**src/rtl/mul_seq.sv**
```systemverilog
// Iterative shift-add multiplier for the EX-stage MUL/MLA path.
// Retires BPC multiplier bits per cycle, stalls the pipe while busy, and reports N/Z flags.
module mul_seq #(
  parameter int WIDTH = 32,
  parameter int BPC   = 1
) (
  input  logic             clk,
  input  logic             reset,
  input  logic             start,
  input  logic             accumulate,
  input  logic             set_flags,
  input  logic             flush,
  input  logic [WIDTH-1:0] a,
  input  logic [WIDTH-1:0] b,
  input  logic [WIDTH-1:0] c,
  output logic             busy,
  output logic             stall,
  output logic             done,
  output logic [WIDTH-1:0] result,
  output logic [4:0]       flags,
  output logic [4:0]       flags_we
);

  localparam int N  = WIDTH / BPC;
  localparam int CW = $clog2(N + 1);

  typedef enum logic [1:0] {IDLE, RUN, DONE} state_e;

  state_e           state_q, state_d;
  logic [WIDTH-1:0] mcand_q, mcand_d;
  logic [WIDTH-1:0] mplier_q, mplier_d;
  logic [WIDTH-1:0] acc_q, acc_d;
  logic [WIDTH-1:0] result_q, result_d;
  logic [CW-1:0]    count_q, count_d;
  logic             s_q, s_d;
  logic             busy_q, busy_d;
  logic             done_q, done_d;
  logic [4:0]       flags_q, flags_d;
  logic [4:0]       flags_we_q, flags_we_d;
  logic [WIDTH-1:0] pp;
  logic             accept;

  assign accept = start & ~flush & ((state_q == IDLE) | (state_q == DONE));
  // Gated by reset so the hold is released immediately when the op is lost.
  assign stall  = reset & ~flush & ((state_q == RUN) | accept);

  assign busy     = busy_q;
  assign done     = done_q;
  assign result   = result_q;
  assign flags    = flags_q;
  assign flags_we = flags_we_q;

  // Partial product of the low BPC multiplier bits, truncated to WIDTH.
  always_comb begin
    pp = '0;
    for (int j = 0; j < BPC; j++)
      if (mplier_q[j]) pp = pp + (mcand_q << j);
  end

  always_comb begin
    state_d    = state_q;
    mcand_d    = mcand_q;
    mplier_d   = mplier_q;
    acc_d      = acc_q;
    count_d    = count_q;
    s_d        = s_q;
    result_d   = result_q;
    done_d     = 1'b0;
    flags_d    = 5'b00000;
    flags_we_d = 5'b00000;

    case (state_q)
      RUN: begin
        acc_d    = acc_q + pp;
        mcand_d  = mcand_q << BPC;
        mplier_d = mplier_q >> BPC;
        count_d  = count_q - CW'(1);
        if (count_q == CW'(1)) begin
          state_d    = DONE;
          done_d     = 1'b1;
          result_d   = acc_d;
          flags_d    = {acc_d[WIDTH-1], acc_d == '0, 3'b000};
          flags_we_d = s_q ? 5'b11000 : 5'b00000;
        end
      end
      DONE:    state_d = IDLE;
      default: state_d = IDLE;
    endcase

    if (accept) begin
      state_d  = RUN;
      mcand_d  = a;
      mplier_d = b;
      acc_d    = accumulate ? c : '0;
      s_d      = set_flags;
      count_d  = CW'(N);
    end

    // Abort wins over everything, including a completion in this same cycle.
    if (flush) begin
      state_d    = IDLE;
      result_d   = result_q;
      done_d     = 1'b0;
      flags_d    = 5'b00000;
      flags_we_d = 5'b00000;
    end

    busy_d = (state_d == RUN);
  end

  always_ff @(posedge clk or negedge reset) begin
    if (!reset) begin
      state_q    <= IDLE;
      mcand_q    <= '0;
      mplier_q   <= '0;
      acc_q      <= '0;
      count_q    <= '0;
      s_q        <= 1'b0;
      busy_q     <= 1'b0;
      done_q     <= 1'b0;
      result_q   <= '0;
      flags_q    <= 5'b00000;
      flags_we_q <= 5'b00000;
    end else begin
      state_q    <= state_d;
      mcand_q    <= mcand_d;
      mplier_q   <= mplier_d;
      acc_q      <= acc_d;
      count_q    <= count_d;
      s_q        <= s_d;
      busy_q     <= busy_d;
      done_q     <= done_d;
      result_q   <= result_d;
      flags_q    <= flags_d;
      flags_we_q <= flags_we_d;
    end
  end

endmodule

```
**config.mk**
```make
export PLATFORM = sky130hd
export DESIGN_NAME = mul_seq
export DESIGN_NICKNAME = d
export VERILOG_FILES = /design/src/rtl/mul_seq.sv
export SDC_FILE = /design/constraint.sdc
export NUM_CORES = 1
export LEC_CHECK = 0
export ABC_CLOCK_PERIOD_IN_PS = 3100
export CELL_PAD_IN_SITES_DETAIL_PLACEMENT = 1
export CELL_PAD_IN_SITES_GLOBAL_PLACEMENT = 2
export CORE_MARGIN = 2
export CORE_UTILIZATION = 36
export CTS_BUF_LIST = sky130_fd_sc_hd__clkbuf_8
export DETAILED_ROUTE_END_ITERATION = 6
export DONT_BUFFER_PORTS = 1
export GPL_ROUTABILITY_DRIVEN = 0
export PLACE_DENSITY = 0.79
export SLEW_MARGIN = 20
export SYNTH_ARGS = -nofsm -noshare
export SYNTH_HDL_FRONTEND = slang
export SYNTH_SLANG_ARGS = --single-unit
```
**constraint.sdc**
```tcl
create_clock -name clk -period 3.1 [get_ports clk]
set_clock_uncertainty 0.2 [all_clocks]
set_input_delay 0.31 -clock clk [delete_from_list [all_inputs] [get_ports clk]]
set_output_delay 0.31 -clock clk [all_outputs]
set_load 0.005 [all_outputs]
```
==> impl_metrics.env, run 1 <==
export IMPL_finalCritPeriodShare=1.13
export IMPL_ys_ff_latch=142
export IMPL_drcViolationCount=0
export IMPL_grt_max_degree=144
export IMPL_switchingPower_uw=5400
export IMPL_yosysTopAreaCellShare=0.449
export IMPL_path_clk_slew_ns=0.09
export IMPL_drt_first_pass_iters=4
export IMPL_slew_viol_final=0
export IMPL_critPathKind="reg -> reg"
export IMPL_place_hpwl_um=18900
export IMPL_nFillCells=2473
export IMPL_ys_flop_type="dfrtp_1"
export IMPL_core_rowCount=54
export IMPL_final_area_um2=11600
export IMPL_syn_inst=911
export IMPL_clkLatencyLatePin_ns=0.49
export IMPL_p_per_area_nw_per_um2=1070
export IMPL_vias=7766
export IMPL_crit_path_max_fanout=4
export IMPL_holdWs_ns=-0.685
export IMPL_die_y_um=152
export IMPL_final_nets=1279
export IMPL_drt_first_iter_violations=464
export IMPL_io_pins=147
export IMPL_violations="hold timing, setup timing"
export IMPL_crit_path_end_kind="flop"
export IMPL_yosysSeqAreaShare=0.449
export IMPL_htree_levels=4
export IMPL_p_int_uw=6970
export IMPL_synth_most_common_cell="nand2_1"
export IMPL_io_buffer_count=0
export IMPL_netlist_area_um2=7920
export IMPL_worst_pin_slew_ns=0.707
export IMPL_drt_wl_total_um=29800
export IMPL_grt_pass1_vias=8561
export IMPL_cts_root_buf="clkbuf_8"
export IMPL_avgViaCountPerCell=5.40
export IMPL_ant_nets=0
export IMPL_ys_warn_count=0
export IMPL_grt_util_all_layers=0.257
export IMPL_period_needed_ns=3.49
export IMPL_crit_path_start_kind="flop"
export IMPL_clockBufferDepth=2
export IMPL_p_clk_frac=0.126
export IMPL_async_flop_share=1.00
export IMPL_cts_sinks=142
export IMPL_p_leak_uw=0.00532
export IMPL_coreArea_um2=21700
export IMPL_multi_input_area_um2=4920
export IMPL_place_area_um2=9150
export IMPL_r2r_setup_slack_ns=-0.39
export IMPL_worstHoldPathType="in -> async"
export IMPL_hold_buffers=102
export IMPL_timing_rr_start="mplier_q[0]"
export IMPL_antenna_found_initial=1
export IMPL_place_inst=1277
export IMPL_die_area_um2=23200
export IMPL_yosysTopAreaCell="dfrtp_1"
export IMPL_swShare=0.436
export IMPL_utilization=0.533
export IMPL_max_cap_violations=0
export IMPL_slowest_stage="dfrtp_2"
export IMPL_wire_per_inst_um=20.7
export IMPL_critPathTopFamily="simple AND/OR/NAND/NOR gates"
export IMPL_crit_chain="buf_6 -> buf_4 -> and2_4 -> ha_4 -> nand4_4 -> a2111oi_4 -> buf_4 -> a311oi_2 -> buf_4 -> a21boi_1 -> xnor2_1 -> nand3b_1 -> nor4b_2 -> nand4_1 -> nor4b_2"
export IMPL_synth_distinct_cells=63
export IMPL_finalHoldViolCount=142
export IMPL_rsz0062_at_grt="true"
export IMPL_seq_area_um2=3550
export IMPL_pwr_share_comb=0.616
export IMPL_overflow=0
export IMPL_area_delta_synth_final_pct=46.0
export IMPL_synth_edff_count=0
export IMPL_max_stage_delay_ns=0.43
export IMPL_finalSetupViolCount=26
export IMPL_netlist_top_cells_count="229 x nand2_1, 142 x dfrtp_1, 75 x nor2_1"
export IMPL_slew_headroom=0.529
export IMPL_timing_final_ws_setup_ns=-0.392
export IMPL_grt_pass1_wl_um=47300
export IMPL_required_ns=3.29
export IMPL_drive_gt1_frac=0.284
export IMPL_ir_worst_vdd_mv=0.383
export IMPL_die_w_um=152
export IMPL_initial_core_util=0.365
export IMPL_critPathArrivalTime_ns=3.68
export IMPL_clock_fmax_mhz=286
export IMPL_synthTopCellsByArea="dfrtp_1 45%, nand2_1 11%, a22oi_1 6.0%, ha_1 5.2%, nor2_1 3.6%"
export IMPL_cts_buffers=17
export IMPL_layoutNonFillerInstCount=1437
export IMPL_tritoncts="built"
export IMPL_r2r_worst_path_cells=15
export IMPL_seq_power_share=0.258
export IMPL_status="finished, violations left"
export IMPL_reg2reg_to="flags[3]"
export IMPL_synth_area_per_cell_um2=8.69
export IMPL_path_buf_inv=4
export IMPL_cpMostUsedCell="buf_4"
## layout make-up
| class | count | share of cell area |
|---|---|---|
| Antenna cell | 1 | 0.000216 |
| Clock buffer | 18 | 0.0214 |
| Clock inverter | 14 | 0.0124 |
| Inverter | 11 | 0.00357 |
| Multi-Input combinational cell | 707 | 0.425 |
| Sequential cell | 142 | 0.307 |
| Tap cell | 280 | 0.0303 |
| Timing Repair Buffer | 264 | 0.200 |
## metrics by stage
step / hold slack (ns) / setup TNS [ns] / setup WS (ns) / power, µW
floorplan: -0.186 / -0.0562 / -0.0562 / 6190
global placement: -0.181 / -4.23 / -0.489 / 8910
detailed placement: -0.181 / -7.22 / -0.698 / 9050
CTS: -0.709 / -0.974 / -0.337 / 11800
global route: -0.718 / -7.22 / -0.549 / 13200
finish: -0.685 / -3.77 / -0.392 / 12400
## logic make-up (layout without fill, tap and decap cells)
kind of cell,Yosys count,after routing,synth area share
other,1,7,0.000473
xor gates and xnor gates,32,32,0.0378
AOI/OAI and AO/OA,221,221,0.187
adders and majority gates,34,34,0.0547
DFF,142,142,0.449
and+or+nand+nor,413,413,0.233
muxes,1,1,0.00126
buffers and inverters,67,307,0.0371
## registers in the layout, indices dropped and copies added, names as in the netlist
| register | count |
|---|---|
| acc_q | 32 |
| busy | 1 |
| count_q | 6 |
| done | 1 |
| flags | 2 |
| flags_we | 1 |
| mcand_q | 32 |
| mplier_q | 32 |
| result | 32 |
| s_q | 1 |
| state_q | 2 |
## worst max-delay path by stage
stage	startpoint	endpoint	slack, ns	depth (start not counted)
floorplan	mplier_q[0]	flags[3]	-0.06	13
global placement	mplier_q[0]	flags[3]	-0.49	12
detailed placement	mplier_q[0]	flags[3]	-0.70	12
CTS	mplier_q[0]	flags[3]	-0.34	13
global route	mplier_q[0]	flags[3]	-0.55	13
finish	mplier_q[0]	flags[3]	-0.39	15
## repair_timing
action | in CTS | in global routing
setup endpoints to repair | 35 | 36
setup buffers | 19 | 11
pin swaps | 35 | 36
hold endpoints to repair | 241 | 142
resized for setup | 100 | 53
## cells in the final DEF (no fill, tap or decap), drive strengths merged, types with 7 or more instances in the layout
master and instances:
nand2 229, a21oi 58, nor2b 7, a22oi 63
buf 163, o21ai 38, nand3 13, and2 38
a211oi 21, inv 19, dfrtp 142, nand4 7
clkbuf 18, xnor2 24, xor2 8, nor3 25
a21o 10, dlygate4sd3 101, nor2 75, ha 33
## power groups by stage
stage / Sequential [µW] / Clock, µW / Combinational (µW)
finish: 3190 / 1560 / 7610
global route: 3290 / 1670 / 8200
CTS: 3180 / 1610 / 6960
detailed placement: 3180 / 0 / 5870
global placement: 3160 / 0 / 5750
floorplan: 2990 / 0 / 3210
## routing by layer
layer / vias to the layer above / GRT usage / wire length (µm)
met2: 189 / 0.452 / 15400
li1: 3619 / - / -
met1: 3913 / 0.314 / 12400
met4: 0 / 0.0863 / 620
met3: 45 / 0.0520 / 1330
met5: - / 0 / 0
(Power assumes the default switching activity.)
==> run 2: changes to the inputs <==
- ABC_CLOCK_PERIOD_IN_PS: 3100 -> 3050
- clock period: 3.1 -> 3.05 ns (I/O delays scaled with it)
==> run 2 against run 1 <==
Compared with the run above: the run still ends with hold timing, setup timing left; core utilization grew 0.89 points; critical path depth shrank 3; worst hold slack gained 0.0031 ns; flip-flop and latch count is the same; setup slack gained 0.0037 ns; largest power group unchanged.
==> impl_metrics.env, run 2 (synthesis results as in run 1) <==
export IMPL_status="finished, violations left"
export IMPL_violations="hold timing, setup timing"
export IMPL_drt_first_iter_violations=361
export IMPL_pre_cts_slack_ns=-0.611
export IMPL_crit_path_max_fanout=8
export IMPL_max_cap_violations=0
export IMPL_grt_max_degree=144
export IMPL_critPathTopFamily="simple AND/OR/NAND/NOR gates"
export IMPL_critPathArrivalTime_ns=3.62
export IMPL_crit_path_start_kind="flop"
export IMPL_grt_pass1_vias=8665
export IMPL_io_buffer_count=0
export IMPL_wire_per_inst_um=20.9
export IMPL_drt_first_pass_iters=5
export IMPL_ir_worst_vdd_mv=0.416
export IMPL_tritoncts="built"
export IMPL_drcViolationCount=0
export IMPL_slew_viol_final=0
export IMPL_rsz0062_at_grt="true"
export IMPL_period_needed_ns=3.44
export IMPL_slowest_stage="dfrtp_2"
export IMPL_clock_fmax_mhz=291
export IMPL_antenna_found_initial=3
export IMPL_finalCritPeriodShare=1.13
export IMPL_utilization=0.542
export IMPL_crit_path_end_kind="flop"
export IMPL_path_clk_slew_ns=0.10
export IMPL_die_area_um2=23200
export IMPL_core_rowCount=54
export IMPL_r2r_worst_path_cells=12
export IMPL_drive_gt1_frac=0.301
export IMPL_coreArea_um2=21700
export IMPL_cp_depth=12
export IMPL_holdWs_ns=-0.682
export IMPL_worst_pin_slew_ns=0.711
export IMPL_layout_common_cells="221 x nand2_1, 156 x buf_4, 141 x dfrtp_1, 102 x dlygate4sd3_1, 70 x nor2_1"
export IMPL_final_nets=1285
export IMPL_path_buf_inv=1
export IMPL_place_inst=1285
export IMPL_p_leak_uw=0.00536
export IMPL_cts_root_buf="clkbuf_8"
export IMPL_crit_chain="buf_12 -> and2_4 -> ha_4 -> nand4_1 -> o221ai_4 -> a21oi_4 -> o31ai_4 -> nand2_2 -> xor2_1 -> nor4b_2 -> nand4_1 -> nor4b_2"
export IMPL_worstHoldPathType="in -> async"
export IMPL_place_hpwl_um=19000
export IMPL_cts_buffers=17
export IMPL_cts_sinks=142
export IMPL_overflow=0
export IMPL_final_common_cell="nand2_1"
export IMPL_r2r_setup_slack_ns=-0.39
export IMPL_required_ns=3.23
export IMPL_initial_core_util=0.365
export IMPL_ant_nets=0
export IMPL_clkLatencyLatePin_ns=0.48
export IMPL_max_stage_delay_ns=0.48
export IMPL_timing_final_ws_setup_ns=-0.388
export IMPL_grt_util_all_layers=0.256
export IMPL_finalHoldViolCount=142
export IMPL_p_per_area_nw_per_um2=1100
export IMPL_hold_buffers=103
export IMPL_slew_headroom=0.526
export IMPL_critPathKind="reg -> reg"
export IMPL_vias=7832
export IMPL_clockBufferDepth=2
export IMPL_finalSetupViolCount=25
export IMPL_htree_levels=4
export IMPL_die_y_um=152
export IMPL_io_pins=147
export IMPL_die_w_um=152
export IMPL_avgViaCountPerCell=5.42
export IMPL_grt_pass1_wl_um=47300
export IMPL_area_delta_synth_final_pct=48.5
export IMPL_layoutNonFillerInstCount=1444
export IMPL_drt_wl_total_um=30200
run 2: changes by cell type in the layout (fill, tap and decap cells not counted), moves of 4 or more:
| cell | before | now |
|---|---|---|
| nor3_2 | 8 | 4 |
| ha_4 | 16 | 22 |
| buf_4 | 149 | 156 |
| and2_4 | 7 | 14 |
| ha_1 | 17 | 9 |
| and2_1 | 30 | 23 |
| a21oi_2 | 7 | 11 |
| clkinv_8 | 0 | 5 |
run 2: layer usage:
layer,vias to the layer above,part of all wire,GRT usage
li1,3631,-,-
met1,3925,0.43,0.321
met2,213,0.51,0.442
met3,61,0.037,0.0475
met4,2,0.029,0.0895
met5,-,0.00043,0
run 2: timing repair:
action                                  in CTS  in global routing
setup buffers                               13                 11
endpoints found under the setup margin      35                 35
pin swaps                                   40                 54
gates cloned                                 1                  0
endpoints found under the hold margin      241                142
resized for setup                          102                 63
run 2: through the flow:
step	TNS, ns	total power, µW	area, µm²
floorplan	-0.106	6290	7980
global placement	-5.49	9110	9210
detailed placement	-8.48	9250	9210
CTS	-1.68	12100	11400
global route	-5.95	13700	11800
finish	-2.99	12900	11800
run 2: final timing paths:
check	startpoint	end
worst min-delay path	reset	s_q
worst max-delay path	mplier_q[0]	flags[3]
worst min register to register	mplier_q[11]	mplier_q[11]
max in group asynchronous	reset	result[30]
min in group clk	accumulate	acc_q[11]
worst max register to register	mplier_q[0]	flags[3]
run 2: power by group:
group	leakage [µW]	switching [µW]	internal [µW]
registers	0.00179	646	2620
logic	0.00337	4110	3990
clock network	0.000196	949	620
total	0.00536	5710	7240
run 2: worst reg2reg max path, delay by kind of cell, from the launching register on:
kind	cells	cell delay, ns
buffers and inverters	1	0.16
flip-flops	1	0.48
XOR/XNOR	1	0.24
AND/OR/NAND/NOR	6	1.22
adder cells (fa/ha/maj)	1	0.31
AO/OA/AOI/OAI	3	0.74
run 2: area by class of cell:
class                   instances  area (µm²)
flip-flops and latches        142        3550
clock inverters                15         171
fillers                      2442        9930
multi-input cells             707        5040
well taps                     280         350
repair buffers                270        2360
diodes                          2        5.00
clock buffers                  17         234
inverters                      11        41.3
